File: config.mk
export PLATFORM = sky130hd
export DESIGN_NAME = wide_sub_seq_flat
export DESIGN_NICKNAME = d
export VERILOG_FILES = /design/src/rtl/wide_sub_seq_pkg.sv /design/src/rtl/wide_sub_seq_if.sv /design/src/rtl/wide_sub_seq_sub32_bw.sv /design/src/rtl/wide_sub_seq.sv /design/src/flat_wrapper.sv
export SDC_FILE = /design/constraint.sdc
export NUM_CORES = 1
export LEC_CHECK = 0
export ABC_CLOCK_PERIOD_IN_PS = 21700
export CORE_MARGIN = 2
export CORE_UTILIZATION = 40
export CTS_BUF_LIST = sky130_fd_sc_hd__clkbuf_16
export DETAILED_ROUTE_END_ITERATION = 7
export PLACE_DENSITY_LB_ADDON = 0.2
export SYNTH_ARGS = -nofsm -noshare
export SYNTH_HDL_FRONTEND = slang
export SYNTH_SLANG_ARGS = --single-unit
File: constraint.sdc
create_clock -name clk -period 21.7 [get_ports clk]
set_clock_uncertainty 0.05 [all_clocks]
set_input_delay 2.17 -clock clk [delete_from_list [all_inputs] [get_ports clk]]
set_output_delay 2.17 -clock clk [all_outputs]
set_load 0.05 [all_outputs]
File: src/rtl/wide_sub_seq_pkg.sv
// Shared types and constants for the word-serial wide subtractor.
package wide_sub_seq_pkg;

  localparam int WORD_W = 32;

  typedef enum logic [1:0] {
    IDLE = 2'd0,
    RUN  = 2'd1,
    DONE = 2'd2
  } state_e;

  // Smallest width able to index n words; evaluated at elaboration only.
  function automatic int clog2(input int n);
    int w;
    w = 0;
    for (int i = 0; i < 31; i++) begin
      if ((1 << i) < n) w = i + 1;
    end
    return w;
  endfunction

endpackage

File: src/rtl/wide_sub_seq_if.sv
// Request/result bundle between a requester and wide_sub_seq.
interface wide_sub_seq_if #(
  parameter int NWORDS = 4
);
  import wide_sub_seq_pkg::*;

  logic                       start;
  logic [NWORDS*WORD_W-1:0]   a;
  logic [NWORDS*WORD_W-1:0]   b;
  logic                       busy;
  logic                       done;
  logic [NWORDS*WORD_W-1:0]   r;
  logic                       n;
  logic                       z;
  logic                       c;
  logic                       v;

  modport master (output start, a, b, input busy, done, r, n, z, c, v);
  modport slave  (input start, a, b, output busy, done, r, n, z, c, v);
endinterface

File: src/rtl/wide_sub_seq_sub32_bw.sv
// Combinational 32-bit subtract-with-borrow: d = x - y - bin, bout set when x < y + bin.
module sub32_bw
  import wide_sub_seq_pkg::*;
(
  input  logic [WORD_W-1:0] x,
  input  logic [WORD_W-1:0] y,
  input  logic              bin,
  output logic [WORD_W-1:0] d,
  output logic              bout
);
  logic [WORD_W:0] diff;

  // The extra top bit of the widened difference is the borrow-out.
  assign diff = {1'b0, x} - {1'b0, y} - {{WORD_W{1'b0}}, bin};
  assign d    = diff[WORD_W-1:0];
  assign bout = diff[WORD_W];
endmodule

File: src/rtl/wide_sub_seq.sv
// Word-serial NWORDS*32-bit subtractor: one shared 32-bit borrow unit, one word per cycle.
module wide_sub_seq
  import wide_sub_seq_pkg::*;
#(
  parameter int NWORDS = 4
) (
  input  logic            clk,
  input  logic            rst,
  wide_sub_seq_if.slave   bus
);
  localparam int IDX_W = clog2(NWORDS);
  localparam logic [IDX_W-1:0] LAST = IDX_W'(NWORDS - 1);

  typedef logic [NWORDS-1:0][WORD_W-1:0] wide_t;

  state_e           state_q, state_d;
  logic [IDX_W-1:0] idx_q, idx_d;
  logic             borrow_q, borrow_d;
  logic             zacc_q, zacc_d;
  logic             busy_q, busy_d;
  logic             done_q, done_d;
  logic             n_q, n_d, z_q, z_d, c_q, c_d, v_q, v_d;
  wide_t            a_q, a_d, b_q, b_d, work_q, work_d, r_q, r_d;

  logic [WORD_W-1:0] word_d;
  logic              word_bout;
  logic              word_zero;

  sub32_bw u_sub (
    .x    (a_q[idx_q]),
    .y    (b_q[idx_q]),
    .bin  (borrow_q),
    .d    (word_d),
    .bout (word_bout)
  );

  assign word_zero = (word_d == '0);

  always_comb begin
    // NOTE: every signal gets a default before the case so no path leaves it unassigned (no latches).
    state_d  = state_q;
    idx_d    = idx_q;
    borrow_d = borrow_q;
    zacc_d   = zacc_q;
    a_d      = a_q;
    b_d      = b_q;
    work_d   = work_q;
    r_d      = r_q;
    n_d      = n_q;
    z_d      = z_q;
    c_d      = c_q;
    v_d      = v_q;

    unique case (state_q)
      IDLE: begin
        if (bus.start) begin
          state_d  = RUN;
          idx_d    = '0;
          borrow_d = 1'b0;
          zacc_d   = 1'b1;
          a_d      = bus.a;
          b_d      = bus.b;
        end
      end
      RUN: begin
        work_d[idx_q] = word_d;
        borrow_d      = word_bout;
        zacc_d        = zacc_q & word_zero;
        idx_d         = idx_q + IDX_W'(1);
        if (idx_q == LAST) begin
          state_d = DONE;
          idx_d   = '0;
          r_d     = work_d;
          n_d     = word_d[WORD_W-1];
          z_d     = zacc_q & word_zero;
          c_d     = word_bout;
          // Signed overflow: operand signs differ and the result sign follows b.
          v_d     = (a_q[NWORDS-1][WORD_W-1] & ~b_q[NWORDS-1][WORD_W-1] & ~word_d[WORD_W-1])
                  | (~a_q[NWORDS-1][WORD_W-1] & b_q[NWORDS-1][WORD_W-1] & word_d[WORD_W-1]);
        end
      end
      DONE:    state_d = IDLE;
      default: state_d = IDLE;
    endcase

    busy_d = (state_d != IDLE);
    done_d = (state_d == DONE);
  end

  // NOTE: sequential state uses non-blocking assignments so every flop samples pre-edge values.
  always_ff @(posedge clk) begin
    if (rst) begin
      state_q  <= IDLE;
      idx_q    <= '0;
      borrow_q <= 1'b0;
      zacc_q   <= 1'b0;
      busy_q   <= 1'b0;
      done_q   <= 1'b0;
      r_q      <= '0;
      n_q      <= 1'b0;
      z_q      <= 1'b0;
      c_q      <= 1'b0;
      v_q      <= 1'b0;
    end else begin
      state_q  <= state_d;
      idx_q    <= idx_d;
      borrow_q <= borrow_d;
      zacc_q   <= zacc_d;
      busy_q   <= busy_d;
      done_q   <= done_d;
      r_q      <= r_d;
      n_q      <= n_d;
      z_q      <= z_d;
      c_q      <= c_d;
      v_q      <= v_d;
    end
  end

  // NOTE: operand and scratch registers are left unreset; they are always written before being read.
  always_ff @(posedge clk) begin
    a_q    <= a_d;
    b_q    <= b_d;
    work_q <= work_d;
  end

  assign bus.busy = busy_q;
  assign bus.done = done_q;
  assign bus.r    = r_q;
  assign bus.n    = n_q;
  assign bus.z    = z_q;
  assign bus.c    = c_q;
  assign bus.v    = v_q;

endmodule

File: src/flat_wrapper.sv
// flat-port wrapper written by rule: the top's interface ports become plain ports
module wide_sub_seq_flat import wide_sub_seq_pkg::*;
#(
  parameter int NWORDS = 4
)
  (clk, rst, bus_start, bus_a, bus_b, bus_busy, bus_done, bus_r, bus_n, bus_z, bus_c, bus_v);
  wide_sub_seq_if #(.NWORDS(NWORDS)) bus_i ();
  input  logic clk;
  input  logic rst;
  input wire logic [$bits(bus_i.start)-1:0] bus_start;
  input wire logic [$bits(bus_i.a)-1:0] bus_a;
  input wire logic [$bits(bus_i.b)-1:0] bus_b;
  output wire logic [$bits(bus_i.busy)-1:0] bus_busy;
  output wire logic [$bits(bus_i.done)-1:0] bus_done;
  output wire logic [$bits(bus_i.r)-1:0] bus_r;
  output wire logic [$bits(bus_i.n)-1:0] bus_n;
  output wire logic [$bits(bus_i.z)-1:0] bus_z;
  output wire logic [$bits(bus_i.c)-1:0] bus_c;
  output wire logic [$bits(bus_i.v)-1:0] bus_v;
  assign bus_i.start = bus_start;
  assign bus_i.a = bus_a;
  assign bus_i.b = bus_b;
  assign bus_busy = bus_i.busy;
  assign bus_done = bus_i.done;
  assign bus_r = bus_i.r;
  assign bus_n = bus_i.n;
  assign bus_z = bus_i.z;
  assign bus_c = bus_i.c;
  assign bus_v = bus_i.v;
  wide_sub_seq #(.NWORDS(NWORDS)) u_core (.clk(clk), .rst(rst), .bus(bus_i));
endmodule
==> impl_metrics.tcl, run 1 <==
set metrics [dict create \
    worstPathRequired_ns 22.16 \
    timing.rr.end "u_core.zacc_q" \
    avgSynthCellArea_um2 13.2 \
    worstSetupStartpointType "register" \
    synth-edff-count 352 \
    period_needed_ns 6.21 \
    clk_path_buf_depth 3 \
    clock_sinks 492 \
    slew-limit-headroom_pct 7.44 \
    r2r_slack_ns 15.49 \
    holdPathStages 2 \
    drive_gt1_share_pct 12.7 \
    rsz0062_at_grt "no" \
    final_max_slew_viol_count 0 \
    fmaxAchievable_mhz 161 \
    io_buffers 392 \
    synth.distinct_cells 63 \
    grt_use_met2_pct 33.2 \
    synthFlopType "edfxtp_1" \
    clk_latency_ns 0.60 \
    yosysWarnings 0 \
    die_w_um 232 \
    busiest_layer "met2" \
    h-tree-depth 2 \
    fin_tns_setup_ns 0 \
    dieArea_um2 54000 \
    io_pins 393 \
    power.density_nw_per_um2 93.6 \
    cts-resized-gates 0 \
    final_nets 2289 \
    wirelength_mm 55.1 \
    fin_hold_ws_ns 0.404 \
    critPathKind "register to register" \
    ant_nets 0 \
    rows 83 \
    finalCritPeriodShare_pct 28.6 \
    die_h_um 232 \
    hold-path-endpoint "u_core.bus.r[47]" \
    ir_drop_mv 0.0527 \
    cts_setup_buffers 0 \
    antenna_found_initial 3 \
    grt_max_degree 212 \
    path_clk_slew_ns 0.06 \
    maxCapViolations 0 \
    gp_congestion 0.841 \
    numCtsBuffers 52 \
    grt_pass1_vias 14000 \
    holdBufCountCts 0 \
    vias_per_cell 5.16 \
    cp_max_fo 43 \
    firstDrtPassIters 7 \
    root_buffer "clkbuf_16" \
    dp_hpwl_mm 39.0 \
    synth_seq_area_share_pct 64.2 \
    synth_nets 1909 \
    area_delta_synth_final_pct 30.0 \
    setup_violations 0 \
    vias 13900 \
    r2r_cells 15 \
    grt_util_all_layers_pct 20.4 \
    reg2reg_from "u_core.idx_q[0]" \
    initial_core_util_pct 40.5 \
    status "completed" \
    core_area_um2 51400 \
    gr-total-overflow 0 \
    syn_area_um2 20800 \
    cts_tree "yes" \
    drcViolationCount 0 \
    hp-class "register to register" \
    synthesis.instances 1584 \
    crit_path_end_kind "register" \
    worstHoldStart "u_core.bus.r[47]" \
    crit_arrival_ns 6.66 \
    grtUsageMet1_pct 27.7 \
    hold_violations 0 \
    async_flop_share_pct 0 \
    avgRoutedWirePerCell_um 20.5 \
    drtIter0Drc 1089 \
    met3_usage_pct 4.74 \
    grt_pass1_wl_mm 83.3 \
    ys_ff_latch 492 \
    p_leak_uw 0.00941 \
    worst_pin_slew_ns 1.39 \
]
-- metrics by stage --
step	cell area (um2)	worst slack, ns	utilization, %	std cells	power, uW
2_1_floorplan	20800	9.09	-	1584	1460
3_3_place_gp	25500	15.58	49.6	2590	1700
3_5_place_dp	25500	15.41	49.6	2590	1710
4_1_cts	27100	15.38	52.7	2686	2560
5_1_grt	27100	14.87	52.7	2687	2650
6_report	27100	15.49	52.7	2687	2540
-- cells by family after synthesis --
group / after synthesis / synth area share [%]
flops: 492 / 64.2
xor+xnor: 24 / 1.01
buf+inv: 191 / 3.44
fa+ha+maj: 66 / 4.03
compound gates: 257 / 7.22
simple gates: 394 / 8.10
mux: 160 / 12.0
-- routing by layer --
layer / part of all wire [%] / vias up
met4: 1.7 / 4
met5: 0.036 / -
li1: - / 6521
met1: 44 / 6815
met3: 6.6 / 64
met2: 48 / 448
-- power by group --
group / internal (uW) / switching [uW] / total (uW)
clock: 483 / 360 / 843
combinational: 225 / 365 / 590
sequential: 1090 / 16.4 / 1100
total: 1800 / 741 / 2540
-- layout by cell type, fill, tap and decap left out, types with 4 or more instances in the layout --
cell | netlist | routed
xnor2_1 | 13 | 13
a311oi_1 | 4 | 4
edfxtp_1 | 352 | 352
dfxtp_1 | 140 | 138
clkbuf_16 | 0 | 54
a21oi_1 | 163 | 163
buf_4 | 0 | 18
clkinv_2 | 0 | 6
or3_1 | 5 | 5
o21a_1 | 11 | 11
o21bai_1 | 4 | 4
nand2b_1 | 8 | 8
inv_1 | 107 | 121
o211ai_1 | 4 | 4
nand2_1 | 261 | 260
nand4_1 | 8 | 8
o21ai_0 | 26 | 26
nor2_1 | 63 | 63
mux2i_1 | 11 | 11
nor4_1 | 5 | 5
mux4_2 | 64 | 64
a21o_1 | 5 | 5
ha_1 | 64 | 61
xor2_1 | 11 | 11
a211oi_1 | 10 | 10
clkinv_1 | 0 | 13
clkdlybuf4s50_1 | 0 | 391
mux2_2 | 85 | 85
nand3_1 | 6 | 6
nor3_1 | 10 | 10
o2111ai_1 | 4 | 4
-- registers in the layout (all words and copies together) (netlist names) --
name,cells
u_core.bus.r,128
u_core.bus.z,1
u_core.bus.done,1
u_core.a_q,128
u_core.bus.busy,1
u_core.borrow_q,1
u_core.bus.c,1
u_core.idx_q,2
u_core.bus.n,1
u_core.b_q,128
u_core.bus.v,1
u_core.work_q,96
u_core.state_q,2
u_core.zacc_q,1
-- synth_stat cells, types with 5 or more instances --
cell type | number | area (um2)
a21o_1 | 5 | 37.5
o21a_1 | 11 | 82.6
o21ai_0 | 26 | 130
nand4_1 | 8 | 50.1
nand2_1 | 261 | 980
mux4_2 | 64 | 1440
a211oi_1 | 10 | 75.1
buf_1 | 21 | 78.8
dfxtp_1 | 140 | 2800
xor2_1 | 11 | 96.3
nor3_1 | 10 | 50.1
a21oi_1 | 163 | 816
nor2_1 | 63 | 236
edfxtp_1 | 352 | 10600
mux2i_1 | 11 | 110
inv_1 | 107 | 402
nor4_1 | 5 | 31.3
nand2b_1 | 8 | 50.1
or3_1 | 5 | 31.3
xnor2_1 | 13 | 114
nand3_1 | 6 | 30.0
ha_1 | 64 | 801
clkbuf_1 | 63 | 236
mux2_2 | 85 | 957
-- critical path: stages, from the launching register on --
cell	delay, ns
dfxtp_4	0.71
buf_4	0.76
mux4_2	0.62
fa_1	0.48
inv_1	0.12
fa_1	0.23
nor3b_1	0.07
o21ai_0	0.48
o211ai_1	0.28
a21boi_0	0.40
o21ai_0	0.21
a31oi_1	0.34
or4b_2	0.18
o2111ai_1	0.26
or4b_1	0.61
a221oi_2	0.22
-- area by class of cell --
cell class	instances	area [um2]
Fill cell	4438	24300
Sequential cell	492	13400
Multi-Input combinational cell	901	6780
Timing Repair Buffer	410	4070
Clock buffer	54	1350
Tap cell	680	851
Inverter	107	404
Clock inverter	42	259
Antenna cell	1	2.50
-- how the worst max path moves through the flow --
| stage | startpoint | slack [ns] | cells after the start | endpoint |
|---|---|---|---|---|
| after floorplan | bus_start | 9.09 | 1 | u_core.a_q[0] |
| after global placement | u_core.idx_q[0] | 15.58 | 15 | u_core.zacc_q |
| after detailed placement | u_core.idx_q[0] | 15.41 | 15 | u_core.zacc_q |
| after CTS | u_core.idx_q[0] | 15.38 | 15 | u_core.zacc_q |
| after global routing | u_core.idx_q[0] | 14.87 | 15 | u_core.zacc_q |
| final | u_core.idx_q[0] | 15.49 | 15 | u_core.zacc_q |
Power figures use the tool's default switching activity.
==> inputs of run 2 (changes only) <==
- ABC_CLOCK_PERIOD_IN_PS: 21700 -> 6000
- clock period: 21.7 -> 6 ns (I/O delays scaled with it)
==> run 2 against run 1 <==
  * Power rose to 3.6 times the previous value
  * Largest cell class unchanged
  * Sequential share of layout area down 0.16 points
  * Worst hold slack worse by 0.0011 ns
  * Routed wire length up 0.11%
  * Sequential cell count unchanged
  * Die area did not move
  * Via count up 0.18%
  * Combinational power grew to 3.7 times the previous value
  * Clock power increased to 3.6 times the previous value
  * Highest routed layer unchanged
  * Register-to-register slack worse by 15 ns
  * Critical endpoint unchanged
==> impl_metrics.tcl, run 2 (synthesized netlist as in run 1, its figures left out) <==
set metrics [dict create \
    hp-class "register to register" \
    worst_pin_slew_ns 1.09 \
    crit_arrival_ns 5.92 \
    clk_latency_ns 0.59 \
    most-common-layout-cells "391 x clkdlybuf4s50_1, 352 x edfxtp_1, 260 x nand2_1" \
    fmaxAchievable_mhz 183 \
    cp_top_family "compound AO/OA/AOI/OAI gates" \
    hold_violations 0 \
    critPathKind "register to register" \
    cts_setup_buffers 0 \
    drive_gt1_share_pct 13.4 \
    rsz0062_at_grt "no" \
    setup_ws_ns 0.533 \
    rows 83 \
    cp_slowest_stage_delay_ns 0.67 \
    die_w_um 232 \
    critPathSlowestCell "dfxtp_4" \
    worstSetupStartpointType "register" \
    setup_violations 0 \
    p_total_uw 9180 \
    dieArea_um2 54000 \
    holdBufCountCts 0 \
    cts_tree "yes" \
    seq_area_um2 13400 \
    firstDrtPassIters 5 \
    drcViolationCount 0 \
    h-tree-depth 2 \
    finalCritPeriodShare_pct 91.1 \
    cts-resized-gates 0 \
    fin_hold_ws_ns 0.403 \
    ir_drop_mv 0.225 \
    numCtsBuffers 50 \
    crit_path_end_kind "register" \
    grt_pass1_wl_mm 82.4 \
    final_nets 2302 \
    final_util_pct 52.9 \
    p_leak_uw 0.00946 \
    drtIter0Drc 1019 \
    final_max_slew_viol_count 0 \
    clk_path_buf_depth 3 \
    path_clk_slew_ns 0.06 \
    ant_nets 0 \
    grt_util_all_layers_pct 20.3 \
    dp_hpwl_mm 39.9 \
    status "completed" \
    fill_cells 4378 \
    vias 13900 \
    maxCapViolations 0 \
    power.density_nw_per_um2 338 \
    initial_core_util_pct 40.5 \
    io_pins 393 \
    crit_buf_inv 2 \
    cp_max_fo 28 \
    antenna_found_initial 2 \
    layout_commonest_cell "clkdlybuf4s50_1" \
    die_h_um 232 \
    grt_max_degree 157 \
    io_buffers 392 \
    multi_input_area_um2 6780 \
    clock_sinks 492 \
    gp_congestion 0.873 \
    area_delta_synth_final_pct 30.4 \
    stdcell_area_um2 27200 \
    period_needed_ns 5.47 \
    wirelength_mm 55.1 \
    core_area_um2 51400 \
    worstPathRequired_ns 6.45 \
    gr-total-overflow 0 \
    slew-limit-headroom_pct 27.4 \
    avgRoutedWirePerCell_um 20.4 \
    root_buffer "clkbuf_16" \
    placed_cell_area_um2 25600 \
    vias_per_cell 5.14 \
    pre_cts_ws_ns 0.597 \
    grt_pass1_vias 13800 \
    worstPathCellList "buf_4 > mux4_2 > ha_1 > inv_1 > ha_1 > o211ai_1 > o21ai_0 > o211ai_1 > a21boi_0 > o21ai_0 > a31oi_1 > or4b_2 > o2111ai_1 > or4b_1 > a221oi_2" \
]
-- run 2: changes by cell type in the layout (fill, tap and decap cells not counted) --
cell / previous run / this run
buf_4: 18 / 33
bufinv_16: 3 / 4
clkbuf_16: 54 / 52
clkinv_2: 6 / 9
clkinvlp_4: 0 / 1
inv_1: 121 / 117
inv_2: 2 / 1
inv_6: 3 / 2
-- run 2: report_power, final --
part | internal [uW] | switching, uW | total (uW)
Combinational | 839 | 1330 | 2170
Clock | 1730 | 1280 | 3010
Sequential | 3930 | 59.7 | 3990
Total | 6500 | 2680 | 9180
-- run 2: area by class of cell --
type | count | share of cell area [%]
clock buffers | 52 | 4.79
clock inverters | 41 | 1.04
flip-flops and latches | 492 | 49.2
inverters | 107 | 1.49
multi-input cells | 901 | 24.9
diodes | 1 | 0.00920
well taps | 680 | 3.13
repair buffers | 425 | 15.4
-- run 2: final timing paths --
| check | from | to | slack [ns] | cells past startpoint |
|---|---|---|---|---|
| max | u_core.idx_q[0] | u_core.zacc_q | 0.53 | 15 |
| max reg2reg | u_core.idx_q[0] | u_core.zacc_q | 0.53 | 15 |
| min reg2reg | u_core.bus.r[68] | u_core.bus.r[68] | 0.40 | 2 |
| min | u_core.bus.r[68] | u_core.bus.r[68] | 0.40 | 2 |
-- run 2: tightest hold or removal path, cell delays in order (launching register included) --
cell and delay (ns):
dfxtp_1 0.30, nand2_1 0.05, a21oi_1 0.05
-- run 2: per-stage QoR --
stage                     TNS [ns]  instances
after detailed placement         0       2605
after global placement           0       2605
after global routing             0       2699
final                            0       2699
after CTS                        0       2698
after floorplan            -408.25       1584
-- run 2: layer usage --
layer,routed length [um],track usage (%)
met1,24400,28.2
met5,13,0
met4,1360,5.93
met3,3760,4.20
met2,25600,32.1
==> inputs of run 3 (changes only) <==
- ABC_CLOCK_PERIOD_IN_PS: 6000 -> 4900
- CORE_MARGIN: 2 -> 4
- GPL_TIMING_DRIVEN: unset -> 0
- clock period: 6 -> 4.9 ns (I/O delays scaled with it)
==> run 3 against run 2 <==
  * Sequential power increased by 22%
  * Routed wire length increased by 5.6%
  * Worst hold slack got worse by 0.18 ns
  * Clock power increased by 22%
  * Power increased by 26%
  * Die area increased by 3.5%
  * Final cell count increased by 3.0%
  * Critical endpoint is now u_core.bus.z
  * Largest power group unchanged
==> impl_metrics.tcl, run 3 (synthesized netlist as in run 1, its figures left out) <==
set metrics [dict create \
    grt_util_all_layers_pct 20.3 \
    p_leak_uw 0.00983 \
    crit_path_end_kind "register" \
    setup_violations 0 \
    gp_congestion 0.837 \
    timing.rr.end "u_core.bus.z" \
    p_total_uw 11600 \
    cp_max_fo 8 \
    r2r_slack_ns 0.12 \
    hold_violations 0 \
    ir_drop_mv 0.267 \
    drive_gt1_share_pct 16.5 \
    finalCritPeriodShare_pct 97.6 \
    hp-class "primary input to register" \
    critPathKind "register to register" \
    fin_tns_setup_ns 0 \
    pre_cts_ws_ns -2.00 \
    io_pins 393 \
    firstDrtPassIters 5 \
    slew-limit-headroom_pct 15.8 \
    crit_end "u_core.bus.z" \
    r2r_cells 17 \
    path_clk_slew_ns 0.06 \
    die_w_um 236 \
    drcViolationCount 0 \
    h-tree-depth 2 \
    wirelength_mm 58.3 \
    grt_max_degree 58 \
    dp_hpwl_mm 44.1 \
    ant_nets 0 \
    worst_pin_slew_ns 1.26 \
    clock_sinks 492 \
    holdPathStages 2 \
    drtIter0Drc 695 \
    final_nets 2380 \
    clk_path_buf_depth 3 \
    most-common-layout-cells "391 x clkdlybuf4s50_1, 352 x edfxtp_1, 260 x nand2_1" \
    worstHoldStart "rst" \
    antenna_found_initial 2 \
    reg2reg_from "u_core.idx_q[0]" \
    power.density_nw_per_um2 409 \
    numCtsBuffers 52 \
    setup_ws_ns 0.118 \
    period_needed_ns 4.78 \
    finalNonFillerCells 2779 \
    die_h_um 236 \
    crit_arrival_ns 5.23 \
    root_buffer "clkbuf_16" \
    core_area_um2 51400 \
    worstPathRequired_ns 5.35 \
    area_delta_synth_final_pct 35.6 \
    worstSetupStartpoint "u_core.idx_q[0]" \
    status "completed" \
    rows 83 \
    holdBufCountCts 0 \
    layout_commonest_cell "clkdlybuf4s50_1" \
    avgRoutedWirePerCell_um 21.0 \
    initial_core_util_pct 40.5 \
    vias 14100 \
    dp_cells 2670 \
    io_buffers 391 \
    rsz0062_at_grt "yes" \
    cts_tree "yes" \
    dieArea_um2 55800 \
    fmaxAchievable_mhz 209 \
    final_max_slew_viol_count 0 \
    grt_pass1_vias 14700 \
    gr-total-overflow 0 \
    worstSetupStartpointType "register" \
    maxCapViolations 0 \
    grt_pass1_wl_mm 87.5 \
    vias_per_cell 5.08 \
    clk_latency_ns 0.59 \
]
-- run 3: cell types whose count changed in the layout (fill, tap and decap cells not counted), sizes merged --
cell / before / now
inv: 121 / 131
buf: 34 / 57
diode: 1 / 2
clkinv: 22 / 15
bufinv: 4 / 1
clkbuf: 52 / 108
-- run 3: report_power, final --
group	internal, uW	switching [uW]
logic	1200	1830
clock network	2070	1600
registers	4810	60.8
-- run 3: stage by stage --
| stage | hold slack (ns) | cell area [um2] | utilization [%] |
|---|---|---|---|
| final | 0.219 | 28300 | 55.0 |
| after global routing | 0.249 | 28300 | 55.0 |
| after global placement | 0.398 | 25600 | 49.8 |
| after detailed placement | 0.397 | 25900 | 50.5 |
| after floorplan | 0.392 | 20900 | - |
| after CTS | 0.183 | 28000 | 54.4 |
-- run 3: critical path, cell delays in order, from the launching register on --
cell,delay (ns)
dfxtp_4,0.41
buf_12,0.16
buf_12,0.14
mux4_2,0.54
ha_1,0.32
inv_1,0.10
ha_4,0.23
and2_1,0.18
a221o_1,0.34
or2_1,0.26
a221o_2,0.43
a21oi_4,0.30
xnor2_4,0.12
buf_4,0.19
or4_1,0.42
nor3_2,0.12
nand4_1,0.14
o31ai_1,0.25
-- run 3: worst min-delay path by stage --
stage                       endpoint
global route         u_core.bus.done
detailed placement  u_core.bus.r[46]
CTS                  u_core.bus.done
finish               u_core.bus.done
global placement    u_core.bus.r[52]
floorplan              u_core.zacc_q
-- run 3: repair_timing --
item                                    CTS  global route
buffers inserted                          8            12
pin swaps                                 8            21
gates cloned                              0             1
gates resized for setup                  95            44
endpoints found under the hold margin     0             0
endpoints found under the setup margin  208            20
-- run 3: area by class of cell --
| class | count | area, um2 |
|---|---|---|
| Fill cell | 4392 | 23100 |
| Sequential cell | 492 | 13400 |
| Multi-Input combinational cell | 901 | 7210 |
| Timing Repair Buffer | 427 | 4410 |
| Clock buffer | 55 | 1380 |
| Tap cell | 680 | 851 |
| Inverter | 107 | 404 |
| Buffer | 74 | 402 |
| Clock inverter | 41 | 220 |
| Antenna cell | 2 | 5.00 |
-- run 3: routing by layer --
metal	track usage [%]	vias up	wire (um)
met5	0	-	13
met4	5.29	2	1180
met3	4.24	67	3530
met2	34.6	426	28900
met1	26.6	6921	24700
li1	-	6700	-
